## src/rtl/serial_rx_if.sv

```systemverilog
`default_nettype none
// ============================================================================
// Module   : serial_rx_if
// Brief    : Serial line, enable and received-byte signals of serial_rx.
// Revision : 1.0 - initial release
// ============================================================================
interface serial_rx_if;
   logic       en;
   logic       rx;
   logic [7:0] data_out;
   logic       valid;
   logic       busy;
   logic       frame_err;
   logic       parity_err;

   modport master (output en, rx, input data_out, valid, busy, frame_err, parity_err);
   modport slave  (input en, rx, output data_out, valid, busy, frame_err, parity_err);
endinterface
`default_nettype wire

```

## src/rtl/serial_rx.sv

```systemverilog
`default_nettype none
// ============================================================================
// Module   : serial_rx
// Brief    : 8N1/8N2 UART receiver with its own oversampling tick; define
//            SERIAL_RX_PARITY_EN to add an even-parity bit after the data.
// Revision : 1.0 - initial release
// ============================================================================
module serial_rx #(
   parameter int CLK_FREQ      = 25_000_000,
   parameter int BAUD_RATE     = 115200,
   parameter int OVERSAMPLE    = 16,
   parameter int NUM_STOP_BITS = 1
) (
   input  wire logic  clk,
   input  wire logic  rst_n,
   serial_rx_if.slave bus
);
   localparam int c_DIV_RAW = CLK_FREQ / (BAUD_RATE * OVERSAMPLE);
   localparam int c_DIV     = (c_DIV_RAW < 1) ? 1 : c_DIV_RAW;
   localparam int c_DIV_W   = (c_DIV > 1) ? $clog2(c_DIV) : 1;
   localparam int c_TICK_W  = $clog2(OVERSAMPLE);
   localparam logic [c_DIV_W-1:0]  c_DIV_LAST  = c_DIV_W'(c_DIV - 1);
   localparam logic [c_TICK_W-1:0] c_TICK_LAST = c_TICK_W'(OVERSAMPLE - 1);
   localparam logic [c_TICK_W-1:0] c_TICK_HALF = c_TICK_W'(OVERSAMPLE / 2 - 1);
   localparam logic                c_STOP_LAST = 1'(NUM_STOP_BITS - 1);

   typedef enum logic [2:0] {
      ST_IDLE   = 3'd0,
      ST_START  = 3'd1,
      ST_DATA   = 3'd2,
`ifdef SERIAL_RX_PARITY_EN
      ST_PARITY = 3'd5,
`endif
      ST_STOP   = 3'd3,
      ST_BREAK  = 3'd4
   } state_t;

   state_t                r_state;
   state_t                w_state_nxt;
   logic                  r_sync1;
   logic                  r_rx_s;
   logic [c_DIV_W-1:0]    r_div_cnt;
   logic [c_TICK_W-1:0]   r_tick_cnt;
   logic [2:0]            r_bit_cnt;
   logic                  r_stop_cnt;
   logic [7:0]            r_shift;
   logic [7:0]            r_data_out;
   logic                  r_valid;
   logic                  r_frame_err;
   logic                  r_parity_err;
   logic                  w_os_tick;
   logic                  w_half_done;
   logic                  w_bit_done;
   logic                  w_tick_wrap;
   logic                  w_par_bad;
   logic                  w_shift_en;
   logic                  w_stop_inc;
   logic                  w_load;
   logic                  w_valid_nxt;
   logic                  w_ferr_nxt;
   logic                  w_perr_nxt;

   assign w_os_tick   = (r_state != ST_IDLE) && (r_div_cnt == c_DIV_LAST);
   assign w_half_done = w_os_tick && (r_tick_cnt == c_TICK_HALF);
   assign w_bit_done  = w_os_tick && (r_tick_cnt == c_TICK_LAST);
   assign w_tick_wrap = (r_state == ST_START) ? w_half_done : w_bit_done;

`ifdef SERIAL_RX_PARITY_EN
   logic r_par_bit;
   logic w_par_ld;
   assign w_par_bad = ^{r_shift, r_par_bit};
`else
   assign w_par_bad = 1'b0;
`endif

   always_ff @(posedge clk or negedge rst_n) begin
      if (!rst_n) begin
         r_state <= ST_IDLE;
      end else begin
         r_state <= w_state_nxt;
      end
   end

   always_comb begin
      w_state_nxt = r_state;
      w_shift_en  = 1'b0;
      w_stop_inc  = 1'b0;
      w_load      = 1'b0;
      w_valid_nxt = 1'b0;
      w_ferr_nxt  = 1'b0;
      w_perr_nxt  = 1'b0;
`ifdef SERIAL_RX_PARITY_EN
      w_par_ld    = 1'b0;
`endif
      case (r_state)
         ST_IDLE: begin
            if (bus.en && !r_rx_s) w_state_nxt = ST_START;
         end
         ST_START: begin
            if (w_half_done) w_state_nxt = r_rx_s ? ST_IDLE : ST_DATA;
         end
         ST_DATA: begin
            if (w_bit_done) begin
               w_shift_en = 1'b1;
               if (r_bit_cnt == 3'd7) begin
`ifdef SERIAL_RX_PARITY_EN
                  w_state_nxt = ST_PARITY;
`else
                  w_state_nxt = ST_STOP;
`endif
               end
            end
         end
`ifdef SERIAL_RX_PARITY_EN
         ST_PARITY: begin
            if (w_bit_done) begin
               w_par_ld    = 1'b1;
               w_state_nxt = ST_STOP;
            end
         end
`endif
         ST_STOP: begin
            if (w_bit_done) begin
               if (!r_rx_s) begin
                  w_load      = 1'b1;
                  w_ferr_nxt  = 1'b1;
                  w_perr_nxt  = w_par_bad;
                  w_state_nxt = ST_BREAK;
               end else if (r_stop_cnt == c_STOP_LAST) begin
                  w_load      = 1'b1;
                  w_valid_nxt = !w_par_bad;
                  w_perr_nxt  = w_par_bad;
                  w_state_nxt = ST_IDLE;
               end else begin
                  w_stop_inc  = 1'b1;
               end
            end
         end
         ST_BREAK: begin
            // A held-low line must rise before a new start bit can be seen
            if (r_rx_s) w_state_nxt = ST_IDLE;
         end
         default: w_state_nxt = ST_IDLE;
      endcase
      if ((r_state != ST_IDLE) && !bus.en) begin
         w_state_nxt = ST_IDLE;
         w_shift_en  = 1'b0;
         w_stop_inc  = 1'b0;
         w_load      = 1'b0;
         w_valid_nxt = 1'b0;
         w_ferr_nxt  = 1'b0;
         w_perr_nxt  = 1'b0;
`ifdef SERIAL_RX_PARITY_EN
         w_par_ld    = 1'b0;
`endif
      end
   end

   always_ff @(posedge clk or negedge rst_n) begin
      if (!rst_n) begin
         r_sync1      <= 1'b1;
         r_rx_s       <= 1'b1;
         r_div_cnt    <= '0;
         r_tick_cnt   <= '0;
         r_bit_cnt    <= 3'd0;
         r_stop_cnt   <= 1'b0;
         r_shift      <= 8'h00;
         r_data_out   <= 8'h00;
         r_valid      <= 1'b0;
         r_frame_err  <= 1'b0;
         r_parity_err <= 1'b0;
      end else begin
         r_sync1      <= bus.rx;
         r_rx_s       <= r_sync1;
         r_valid      <= w_valid_nxt;
         r_frame_err  <= w_ferr_nxt;
         r_parity_err <= w_perr_nxt;
         if (w_load) r_data_out <= r_shift;
         if (w_shift_en) r_shift <= {r_rx_s, r_shift[7:1]};
         // Ticks restart from zero on every start so they stay edge-aligned
         if (r_state == ST_IDLE) begin
            r_div_cnt  <= '0;
            r_tick_cnt <= '0;
            r_bit_cnt  <= 3'd0;
            r_stop_cnt <= 1'b0;
         end else begin
            r_div_cnt <= (r_div_cnt == c_DIV_LAST) ? '0 : r_div_cnt + 1'b1;
            if (w_tick_wrap) r_tick_cnt <= '0;
            else if (w_os_tick) r_tick_cnt <= r_tick_cnt + 1'b1;
            if (w_shift_en) r_bit_cnt <= r_bit_cnt + 3'd1;
            if (w_stop_inc) r_stop_cnt <= r_stop_cnt + 1'b1;
         end
      end
   end

`ifdef SERIAL_RX_PARITY_EN
   always_ff @(posedge clk or negedge rst_n) begin
      if (!rst_n) begin
         r_par_bit <= 1'b0;
      end else if (w_par_ld) begin
         r_par_bit <= r_rx_s;
      end
   end
`endif

   assign bus.data_out   = r_data_out;
   assign bus.valid      = r_valid;
   assign bus.busy       = (r_state != ST_IDLE);
   assign bus.frame_err  = r_frame_err;
   assign bus.parity_err = r_parity_err;
endmodule
`default_nettype wire

```

## src/flat_wrapper.sv

```systemverilog
// flat-port wrapper written by rule: the top's interface ports become plain ports
module serial_rx_flat 
#(
   parameter int CLK_FREQ      = 25_000_000,
   parameter int BAUD_RATE     = 115200,
   parameter int OVERSAMPLE    = 16,
   parameter int NUM_STOP_BITS = 1
)
  (clk, rst_n, bus_en, bus_rx, bus_data_out, bus_valid, bus_busy, bus_frame_err, bus_parity_err);
  serial_rx_if bus_i ();
  input  wire logic clk;
  input  wire logic rst_n;
  input wire logic [$bits(bus_i.en)-1:0] bus_en;
  input wire logic [$bits(bus_i.rx)-1:0] bus_rx;
  output wire logic [$bits(bus_i.data_out)-1:0] bus_data_out;
  output wire logic [$bits(bus_i.valid)-1:0] bus_valid;
  output wire logic [$bits(bus_i.busy)-1:0] bus_busy;
  output wire logic [$bits(bus_i.frame_err)-1:0] bus_frame_err;
  output wire logic [$bits(bus_i.parity_err)-1:0] bus_parity_err;
  assign bus_i.en = bus_en;
  assign bus_i.rx = bus_rx;
  assign bus_data_out = bus_i.data_out;
  assign bus_valid = bus_i.valid;
  assign bus_busy = bus_i.busy;
  assign bus_frame_err = bus_i.frame_err;
  assign bus_parity_err = bus_i.parity_err;
  serial_rx #(.CLK_FREQ(CLK_FREQ), .BAUD_RATE(BAUD_RATE), .OVERSAMPLE(OVERSAMPLE), .NUM_STOP_BITS(NUM_STOP_BITS)) u_core (.clk(clk), .rst_n(rst_n), .bus(bus_i));
endmodule
```

## config.mk

```make
export PLATFORM = sky130hd
export DESIGN_NAME = serial_rx_flat
export DESIGN_NICKNAME = d
export VERILOG_FILES = /design/src/rtl/serial_rx_if.sv /design/src/rtl/serial_rx.sv /design/src/flat_wrapper.sv
export SDC_FILE = /design/constraint.sdc
export NUM_CORES = 1
export LEC_CHECK = 0
export BUFFER_PORTS_ARGS = -buffer_cell sky130_fd_sc_hd__buf_4
export CORE_UTILIZATION = 61
export CTS_BUF_LIST = sky130_fd_sc_hd__clkbuf_8 sky130_fd_sc_hd__clkbuf_16
export CTS_CLUSTER_SIZE = 10
export DETAILED_ROUTE_END_ITERATION = 8
export PLACE_DENSITY_LB_ADDON = 0.15
export SLEW_MARGIN = 20
export SYNTH_ARGS = -nofsm -noshare
export SYNTH_HDL_FRONTEND = slang
export SYNTH_SLANG_ARGS = --single-unit
```

## constraint.sdc

```tcl
create_clock -name clk -period 3.06 [get_ports clk]
set_input_delay 0.153 -clock clk [delete_from_list [all_inputs] [get_ports clk]]
set_output_delay 0.153 -clock clk [all_outputs]
set_load 0.05 [all_outputs]
```

==> flow_metrics.py, run 1 <==
metrics = {
    "setup_path": {
        "slowest_stage": "nor4_4",
        "crit_chain": "inv_1 > ha_1 > nand3_4 > nor4_4 > mux2_2",
        "setup.worst_path.end": "u_core.r_shift[2]",
        "reg2regPathDepth": 5,
        "cp-startpoint": "u_core.r_div_cnt[0]",
        "critPathMaxFanout": 13,
        "r2r_end": "u_core.r_shift[2]",
        "r2r-start": "u_core.r_div_cnt[0]",
        "crit_path_max_incr_delay_ps": 800,
        "critPathKind": "reg2reg",
        "r2r_slack_ps": 930,
        "critPathLaunchType": "flop",
        "cp-end-kind": "flop",
        "cp.required_ps": 3240,
        "worstPathArrival_ps": 2310,
    },
    "synthesis": {
        "synth_flop_cell": "dfrtp_1",
        "synthCells": 128,
        "synth_top_cell_area_share_pct": 52.4,
        "synth_edf_count": 0,
        "syn_area_sq_um": 1580,
        "synth_nets": 137,
        "ys_seq_elements": 35,
        "yosys.cell_types.count": 36,
        "yosysTopAreaCell": "dfrtp_1",
        "yosysSeqAreaShare_pct": 55.7,
        "synth-warning-count": 0,
        "synth_area_leaders": "dfrtp_1, mux2_2, mux2_4",
        "synth.avg_cell_area_sq_um": 12.3,
        "synthArstFlopShare_pct": 100,
    },
    "clock_tree": {
        "cts_made_buffers": 5,
        "htreeDepth": 2,
        "cts_sinks": 35,
        "cts_tree": "built",
        "root_buffer": "clkbuf_8",
        "clockBufferDepth": 2,
        "clock_latency_ps": 290,
        "postCtsSetupBuffers": 0,
        "clk_pin_slew_ps": 70,
    },
    "floorplan": {
        "core_sq_um": 2450,
        "fp-row-count": 18,
        "initial_core_util_pct": 64.2,
        "die_x_um": 52.8,
        "die-area_sq_um": 2790,
        "die_y_um": 52.8,
        "pin_count": 16,
    },
    "power_and_ir_drop": {
        "power_mw": 0.877,
        "power_leakage_nw": 0.882,
        "irDropWorstVdd_v": 0.000419,
        "power_density_nw_per_um2": 488,
    },
    "placed_design": {
        "io_buffers": 14,
        "dp_hpwl_um": 1770,
        "post_dp_cell_area_sq_um": 1680,
        "dp_cells": 167,
        "gp_congestion": 0.788,
    },
    "route": {
        "viasPerCell": 5.57,
        "vias": 986,
        "drcViolationCount": 0,
        "drt-initial-drc-count": 13,
        "ant_nets": 0,
        "wl_per_cell_um": 14.6,
        "dr.pass1.iters": 4,
        "routed_wl_um": 2580,
    },
    "finish": {
        "layout_common_cells": "dfrtp_1, nand2_1, buf_4",
        "fin_cells": 177,
        "area_delta_synth_final_pct": 13.9,
        "fin_area_sq_um": 1800,
        "final_common_cell": "dfrtp_1",
        "nets": 155,
        "antenna_cells": 0,
        "nFillCells": 188,
        "drive_gt1_share_pct": 29.3,
    },
    "global_routing": {
        "grt_pass1_vias": 933,
        "grt_overflow_total": 0,
        "antenna_found_initial": 0,
        "grt_pass1_wl_um": 4200,
        "grt_usage_pct": 22.8,
        "grt_max_degree": 36,
    },
    "sta": {
        "min_period_ps": 2130,
        "fin_crit_sh_pct": 69.5,
        "setup_viol": 0,
        "finalSetupTns_ps": 0,
        "clock_skew_ps": 5.91,
        "relSlewSlack_pct": 41.2,
        "slew_viol_final": 0,
        "rsz0062_at_grt": "false",
        "worst_slew_pin_slew_ps": 875,
        "clock.fmax_ghz": 0.470,
        "report.final.hold_viol_count": 0,
    },
    "job": {
        "cap_violations": 0,
    },
    "hold_path": {
        "worstHoldPathType": "in2reg",
    },
    "outcome": {
        "status": "finished clean",
    },
}
==> cell usage after synthesis (2+ instances only) <==
| master | count |
|---|---|
| buf_6 | 2 |
| nor3_1 | 2 |
| o21ai_0 | 3 |
| nand3_1 | 3 |
| nand2_1 | 14 |
| nand4_1 | 3 |
| inv_1 | 4 |
| xnor2_1 | 2 |
| o31ai_1 | 2 |
| mux2_2 | 10 |
| nor2_1 | 10 |
| ha_1 | 5 |
| and3_1 | 3 |
| mux2_4 | 5 |
| buf_4 | 2 |
| a21oi_1 | 3 |
| dfstp_2 | 2 |
| dfrtp_1 | 33 |
| xor2_1 | 3 |
==> per-layer routing <==
metal	vias up	wire length, um	GRT usage (%)
met4	0	57	11.4
met5	-	0	0
met3	6	108	9.86
li1	476	-	-
met1	484	1140	26.6
met2	20	1270	35.4
==> registers in the layout, indices dropped and copies added (netlist names) <==
name                  cells
u_core.bus.data_out       8
u_core.r_shift            8
u_core.r_div_cnt          4
u_core.r_tick_cnt         4
u_core.r_bit_cnt          3
u_core.r_state            3
u_core.bus.frame_err      1
u_core.bus.valid          1
u_core.r_rx_s             1
u_core.r_stop_cnt         1
u_core.r_sync1            1
==> repair_timing <==
item	4_1_cts	5_1_grt
resized for setup	0	0
hold buffers	2	0
endpoints found under the hold margin	34	0
==> stage by stage <==
| stage | hold slack [ps] | setup WS, ps | util (%) |
|---|---|---|---|
| final | 162 | 933 | 73.1 |
| after global routing | 196 | 790 | 73.1 |
| after CTS | 155 | 905 | 73.1 |
| after detailed placement | 120 | 935 | 68.3 |
| after global placement | 120 | 984 | 68.3 |
| after floorplan | -143 | 1330 | - |
==> worst max-delay path, delay by kind of cell, from the launching register on <==
kind | cells | cell delay (ps)
flops | 1 | 410
simple gates | 2 | 930
buf+inv | 1 | 70
fa+ha+maj | 1 | 200
mux | 1 | 410
==> how the worst min path moves through the flow <==
stage                                   to  depth (start not counted)  slack [ps]   start
floorplan           u_core.bus.data_out[0]                          0        -140   rst_n
global placement         u_core.r_state[1]                          1         120   rst_n
detailed placement       u_core.r_state[1]                          1         120   rst_n
CTS                      u_core.r_state[2]                          3         160  bus_en
global route             u_core.r_state[2]                          3         200  bus_en
finish                   u_core.r_state[2]                          3         160  bus_en
==> logic make-up after synthesis <==
kind of cell / synth area share (%)
AOI/OAI and AO/OA: 5.48
other: 0.238
xor gates and xnor gates: 2.78
adders and majority gates: 3.97
buffers and inverters: 3.65
DFF: 55.7
muxes: 13.3
and+or+nand+nor: 14.9
==> power by group <==
part	leakage [nW]	switching (mW)	internal, mW
logic	0.355	0.0339	0.0151
registers	0.480	0.00955	0.470
clock network	0.0474	0.166	0.183
==> layout make-up <==
class | count | area, sq um | share of cell area, %
inverter | 4 | 15.0 | 0.836
clock inverter | 2 | 16.3 | 0.906
tap | 30 | 37.5 | 2.09
sequential | 35 | 878 | 48.9
clock buffer | 6 | 82.6 | 4.60
timing repair buffer | 16 | 125 | 6.97
multi-input combinational | 84 | 641 | 35.7
No activity file was read; power rests on OpenSTA's default activity.
==> inputs of run 2 (changes only) <==
CORE_UTILIZATION = 57   (was 61)
clock period = 2 ns   (was 3.06 ns; I/O delays follow)
==> flow_metrics.py, run 2 (synthesis gave the netlist of run 1 again) <==
metrics = {
    "outcome": {
        "status": "finished clean",
    },
    "hold_path": {
        "hold_path_end": "u_core.r_state[2]",
        "min_path_cells": 3,
        "hold_start": "bus_en",
        "worstHoldPathType": "in2reg",
    },
    "setup_path": {
        "critPathMaxFanout": 8,
        "critPathKind": "reg2reg",
        "cp-end-kind": "flop",
        "r2r-start": "u_core.r_div_cnt[0]",
        "reg2regPathDepth": 7,
        "r2r_slack_ps": 150,
        "critPathLaunchType": "flop",
        "cp.required_ps": 2170,
        "path_buf_inv": 2,
        "r2r_end": "u_core.bus.data_out[5]",
        "crit_path_max_incr_delay_ps": 400,
        "slowest_stage": "dfrtp_1",
        "worstPathArrival_ps": 2020,
        "crit_family": "simple AND/OR/NAND/NOR gates",
        "crit_chain": "inv_1 > ha_1 > nand3_4 > nor3_2 > and3_1 > buf_12 > mux2_2",
    },
    "global_routing": {
        "grt_usage_pct": 22.5,
        "antenna_found_initial": 0,
        "grt_overflow_total": 0,
        "grt_pass1_vias": 971,
        "grt_pass1_wl_um": 4420,
        "grt_max_degree": 36,
    },
    "clock_tree": {
        "clk_pin_slew_ps": 70,
        "root_buffer": "clkbuf_8",
        "cts_made_buffers": 5,
        "htreeDepth": 2,
        "cts_tree": "built",
        "clockBufferDepth": 2,
        "cts_sinks": 35,
        "ctsResizeCount": 0,
        "clock_latency_ps": 280,
    },
    "sta": {
        "worst_slack_ps": 151,
        "clock_skew_ps": 9.03,
        "report.final.hold_viol_count": 0,
        "fin_crit_sh_pct": 92.5,
        "clock.fmax_ghz": 0.541,
        "setup_viol": 0,
        "finalSetupTns_ps": 0,
        "slew_viol_final": 0,
        "min_period_ps": 1850,
        "rsz0062_at_grt": "false",
    },
    "finish": {
        "nFillCells": 179,
        "multiInputGateArea_sq_um": 641,
        "fin_area_sq_um": 1890,
        "layout_common_cells": "dfrtp_1, buf_4, nand2_1",
        "final_common_cell": "dfrtp_1",
        "drive_gt1_share_pct": 31.4,
        "nets": 161,
        "antenna_cells": 0,
        "area_delta_synth_final_pct": 19.7,
        "register_area_sq_um": 878,
    },
    "floorplan": {
        "die-area_sq_um": 2980,
        "fp-row-count": 18,
        "pin_count": 16,
        "die_y_um": 54.6,
        "die_x_um": 54.6,
        "core_sq_um": 2540,
        "initial_core_util_pct": 61.9,
    },
    "route": {
        "viasPerCell": 5.62,
        "drt-initial-drc-count": 27,
        "dr.pass1.iters": 4,
        "ant_nets": 0,
        "routed_wl_um": 2710,
        "wl_per_cell_um": 14.8,
        "drcViolationCount": 0,
        "vias": 1029,
    },
    "job": {
        "cap_violations": 0,
    },
    "power_and_ir_drop": {
        "power_leakage_nw": 0.937,
        "power_mw": 1.55,
        "irDropWorstVdd_v": 0.000926,
        "power_density_nw_per_um2": 823,
    },
    "placed_design": {
        "pre_cts_slack_ps": 137,
        "dp_hpwl_um": 1820,
        "gp_congestion": 0.776,
        "post_dp_cell_area_sq_um": 1730,
        "io_buffers": 14,
    },
}
run 2: cell count changes in the layout (fill, tap and decap cells not counted), sizes merged:
cell / before / now
clkinvlp: 1 / 0
clkbuf: 6 / 5
clkinv: 1 / 0
inv: 4 / 5
buf: 14 / 20
bufinv: 0 / 2
run 2: worst max-delay path by stage:
| stage | start | to | slack, ps | cells past startpoint |
|---|---|---|---|---|
| 2_1_floorplan | u_core.r_div_cnt[0] | u_core.r_shift[3] | 270 | 6 |
| 3_3_place_gp | u_core.r_div_cnt[0] | u_core.bus.data_out[1] | 210 | 7 |
| 3_5_place_dp | u_core.r_div_cnt[0] | u_core.bus.data_out[5] | 140 | 7 |
| 4_1_cts | u_core.r_div_cnt[0] | u_core.bus.data_out[5] | 130 | 7 |
| 5_1_grt | u_core.r_div_cnt[0] | u_core.bus.data_out[5] | 60 | 7 |
| 6_report | u_core.r_div_cnt[0] | u_core.bus.data_out[5] | 150 | 7 |
run 2: metal layers:
layer	GRT usage [%]	vias to the layer above	wire length [um]
met5	0	-	0
met1	29.2	512	1250
met3	9.17	2	108
li1	-	491	-
met4	12.4	0	29
met2	31.7	24	1320
run 2: what timing repair did:
item,in CTS,in global routing
endpoints found under the setup margin,0,0
hold buffers,2,0
setup buffers,0,0
endpoints found under the hold margin,34,0
run 2: power breakdown:
group / switching [mW] / total (mW) / internal, mW
clock: 0.250 / 0.743 / 0.493
sequential: 0.0152 / 0.733 / 0.718
combinational: 0.0524 / 0.0756 / 0.0233
total: 0.318 / 1.55 / 1.23
run 2: stage by stage:
stage	cells	hold WS [ps]	utilization, %
floorplan	128	-196	-
global placement	173	64.3	68.1
detailed placement	173	73.8	68.1
CTS	183	87.0	74.1
global route	183	90.1	74.1
finish	183	90.4	74.1
run 2: layout make-up:
type	count	share of cell area, %
clock buffer	5	3.65
clock inverter	3	3.38
inverter	4	0.796
multi-input combinational	84	34.0
sequential	35	46.6
tap	30	1.99
timing repair buffer	22	9.68
run 2: worst reg2reg max path, stage by stage, from the launching register on:
cell     delay, ps
dfrtp_1        400
inv_1           70
ha_1           200
nand3_4        120
nor3_2         250
and3_1         240
buf_12         130
mux2_2         330
==> inputs of run 3 (changes only) <==
CORE_UTILIZATION = 51   (was 57)
clock period = 1.7 ns   (was 2 ns; I/O delays follow)
==> flow_metrics.py, run 3 (synthesis gave the netlist of run 1 again) <==
metrics = {
    "sta": {
        "clock_skew_ps": 4.68,
        "rsz0062_at_grt": "true",
        "clock.fmax_ghz": 0.584,
        "report.final.hold_viol_count": 0,
        "min_period_ps": 1710,
        "worst_slack_ps": -11.6,
        "fin_crit_sh_pct": 101,
        "setup_viol": 9,
        "slew_viol_final": 0,
    },
    "clock_tree": {
        "clockBufferDepth": 2,
        "cts_tree": "built",
        "htreeDepth": 2,
        "cts_sinks": 35,
        "cts_made_buffers": 5,
        "root_buffer": "clkbuf_8",
        "clock_latency_ps": 290,
        "clk_pin_slew_ps": 70,
    },
    "power_and_ir_drop": {
        "switching_share_pct": 24.8,
        "power_density_nw_per_um2": 793,
        "p_int_mw": 1.16,
        "power_leakage_nw": 0.968,
        "pwr-share-comb_pct": 7.0,
        "p_sw_mw": 0.384,
        "p_seq_share_pct": 55.4,
        "pwr-share-clk_pct": 37.6,
        "power_mw": 1.55,
        "irDropWorstVdd_v": 0.000534,
    },
    "placed_design": {
        "pre_cts_slack_ps": -34.9,
        "gp_congestion": 0.778,
        "post_dp_cell_area_sq_um": 1820,
        "dp_hpwl_um": 1810,
        "io_buffers": 14,
        "dp_cells": 183,
    },
    "floorplan": {
        "fp-row-count": 19,
        "core_sq_um": 2850,
        "pin_count": 16,
        "die-area_sq_um": 3320,
        "die_x_um": 57.6,
        "initial_core_util_pct": 55.3,
        "die_y_um": 57.6,
    },
    "outcome": {
        "failed_checks": "design-rule violations, negative setup slack",
        "status": "complete, but fails checks",
    },
    "global_routing": {
        "grt_max_degree": 36,
        "grt_pass1_vias": 1028,
        "antenna_found_initial": 0,
        "grt_usage_pct": 19.9,
        "grt_pass1_wl_um": 4730,
        "grt_overflow_total": 0,
    },
    "route": {
        "drt-initial-drc-count": 31,
        "drcViolationCount": 2,
        "wl_per_cell_um": 13.9,
        "viasPerCell": 5.40,
        "dr.pass1.iters": 6,
        "vias": 1053,
        "routed_wl_um": 2720,
        "ant_nets": 0,
    },
    "finish": {
        "nFillCells": 215,
        "nets": 172,
        "final_common_cell": "dfrtp_1",
        "fin_cells": 195,
        "layout_common_cells": "dfrtp_1, buf_4, nand2_1",
        "antenna_cells": 0,
        "area_delta_synth_final_pct": 23.6,
        "fin_area_sq_um": 1950,
        "drive_gt1_share_pct": 38.4,
    },
    "setup_path": {
        "critPathLaunchType": "flop",
        "worstPathArrival_ps": 1890,
        "cp-end-kind": "flop",
        "critPathMaxFanout": 8,
        "critPathKind": "reg2reg",
        "cp.required_ps": 1880,
    },
    "hold_path": {
        "worstHoldPathType": "in2reg",
    },
    "job": {
        "cap_violations": 0,
    },
}
[run 3: critical path, stage by stage, from the launching register on]
cell	delay [ps]
dfrtp_1	380
inv_1	60
ha_1	200
nand3_4	110
nor3_2	180
and3_4	230
buf_12	120
mux2_2	330
[run 3: metrics by stage]
stage / TNS (ps) / util [%] / hold slack [ps]
after global placement: -120 / 63.6 / 55.9
after global routing: -1120 / 68.3 / 83.7
after CTS: -132 / 67.8 / 74.3
final: -42.7 / 68.3 / 76.9
after detailed placement: -167 / 63.6 / 55.2
after floorplan: 0 / - / -211
[run 3: cell type report]
class / instances / area (sq um) / area share, %
clock buffers: 5 / 68.8 / 3.53
clock inverters: 3 / 16.3 / 0.835
inverters: 4 / 15.0 / 0.771
multi-input cells: 84 / 653 / 33.5
flip-flops and latches: 35 / 878 / 45.1
well taps: 31 / 38.8 / 1.99
repair buffers: 33 / 278 / 14.3
[run 3: path summary, 6_finish.rpt]
path | depth (start not counted) | endpoint | slack (ps) | startpoint
worst max-delay path | 7 | u_core.bus.data_out[4] | -10 | u_core.r_div_cnt[0]
worst min-delay path | 3 | u_core.r_state[2] | 80 | bus_en
worst max register to register | 7 | u_core.bus.data_out[4] | -10 | u_core.r_div_cnt[0]
worst min register to register | 0 | u_core.r_rx_s | 360 | u_core.r_sync1
min in group asynchronous | 2 | u_core.r_tick_cnt[2] | 270 | rst_n
max in group asynchronous | 2 | u_core.r_sync1 | 1090 | rst_n
[run 3: per-layer routing]
metal	GRT usage (%)	vias to the layer above	share of wire, %
li1	-	512	-
met5	0	-	0
met4	10.5	0	2.3
met1	25.4	512	48
met3	7.48	8	4.5
met2	29.4	21	45
[run 3: power by group through the flow]
stage	combinational (mW)	sequential, mW	clock, mW
3_3_place_gp	0.103	0.871	0
3_5_place_dp	0.105	0.872	0
2_1_floorplan	0.0598	0.870	0
6_report	0.108	0.857	0.582
4_1_cts	0.109	0.857	0.598
5_1_grt	0.122	0.857	0.641
[run 3: what timing repair did]
action / 4_1_cts / 5_1_grt
gates resized for setup: 1 / 3
hold buffers: 2 / 0
setup endpoints to repair: 8 / 19
hold endpoints to repair: 34 / 0
buffers inserted: 1 / 1
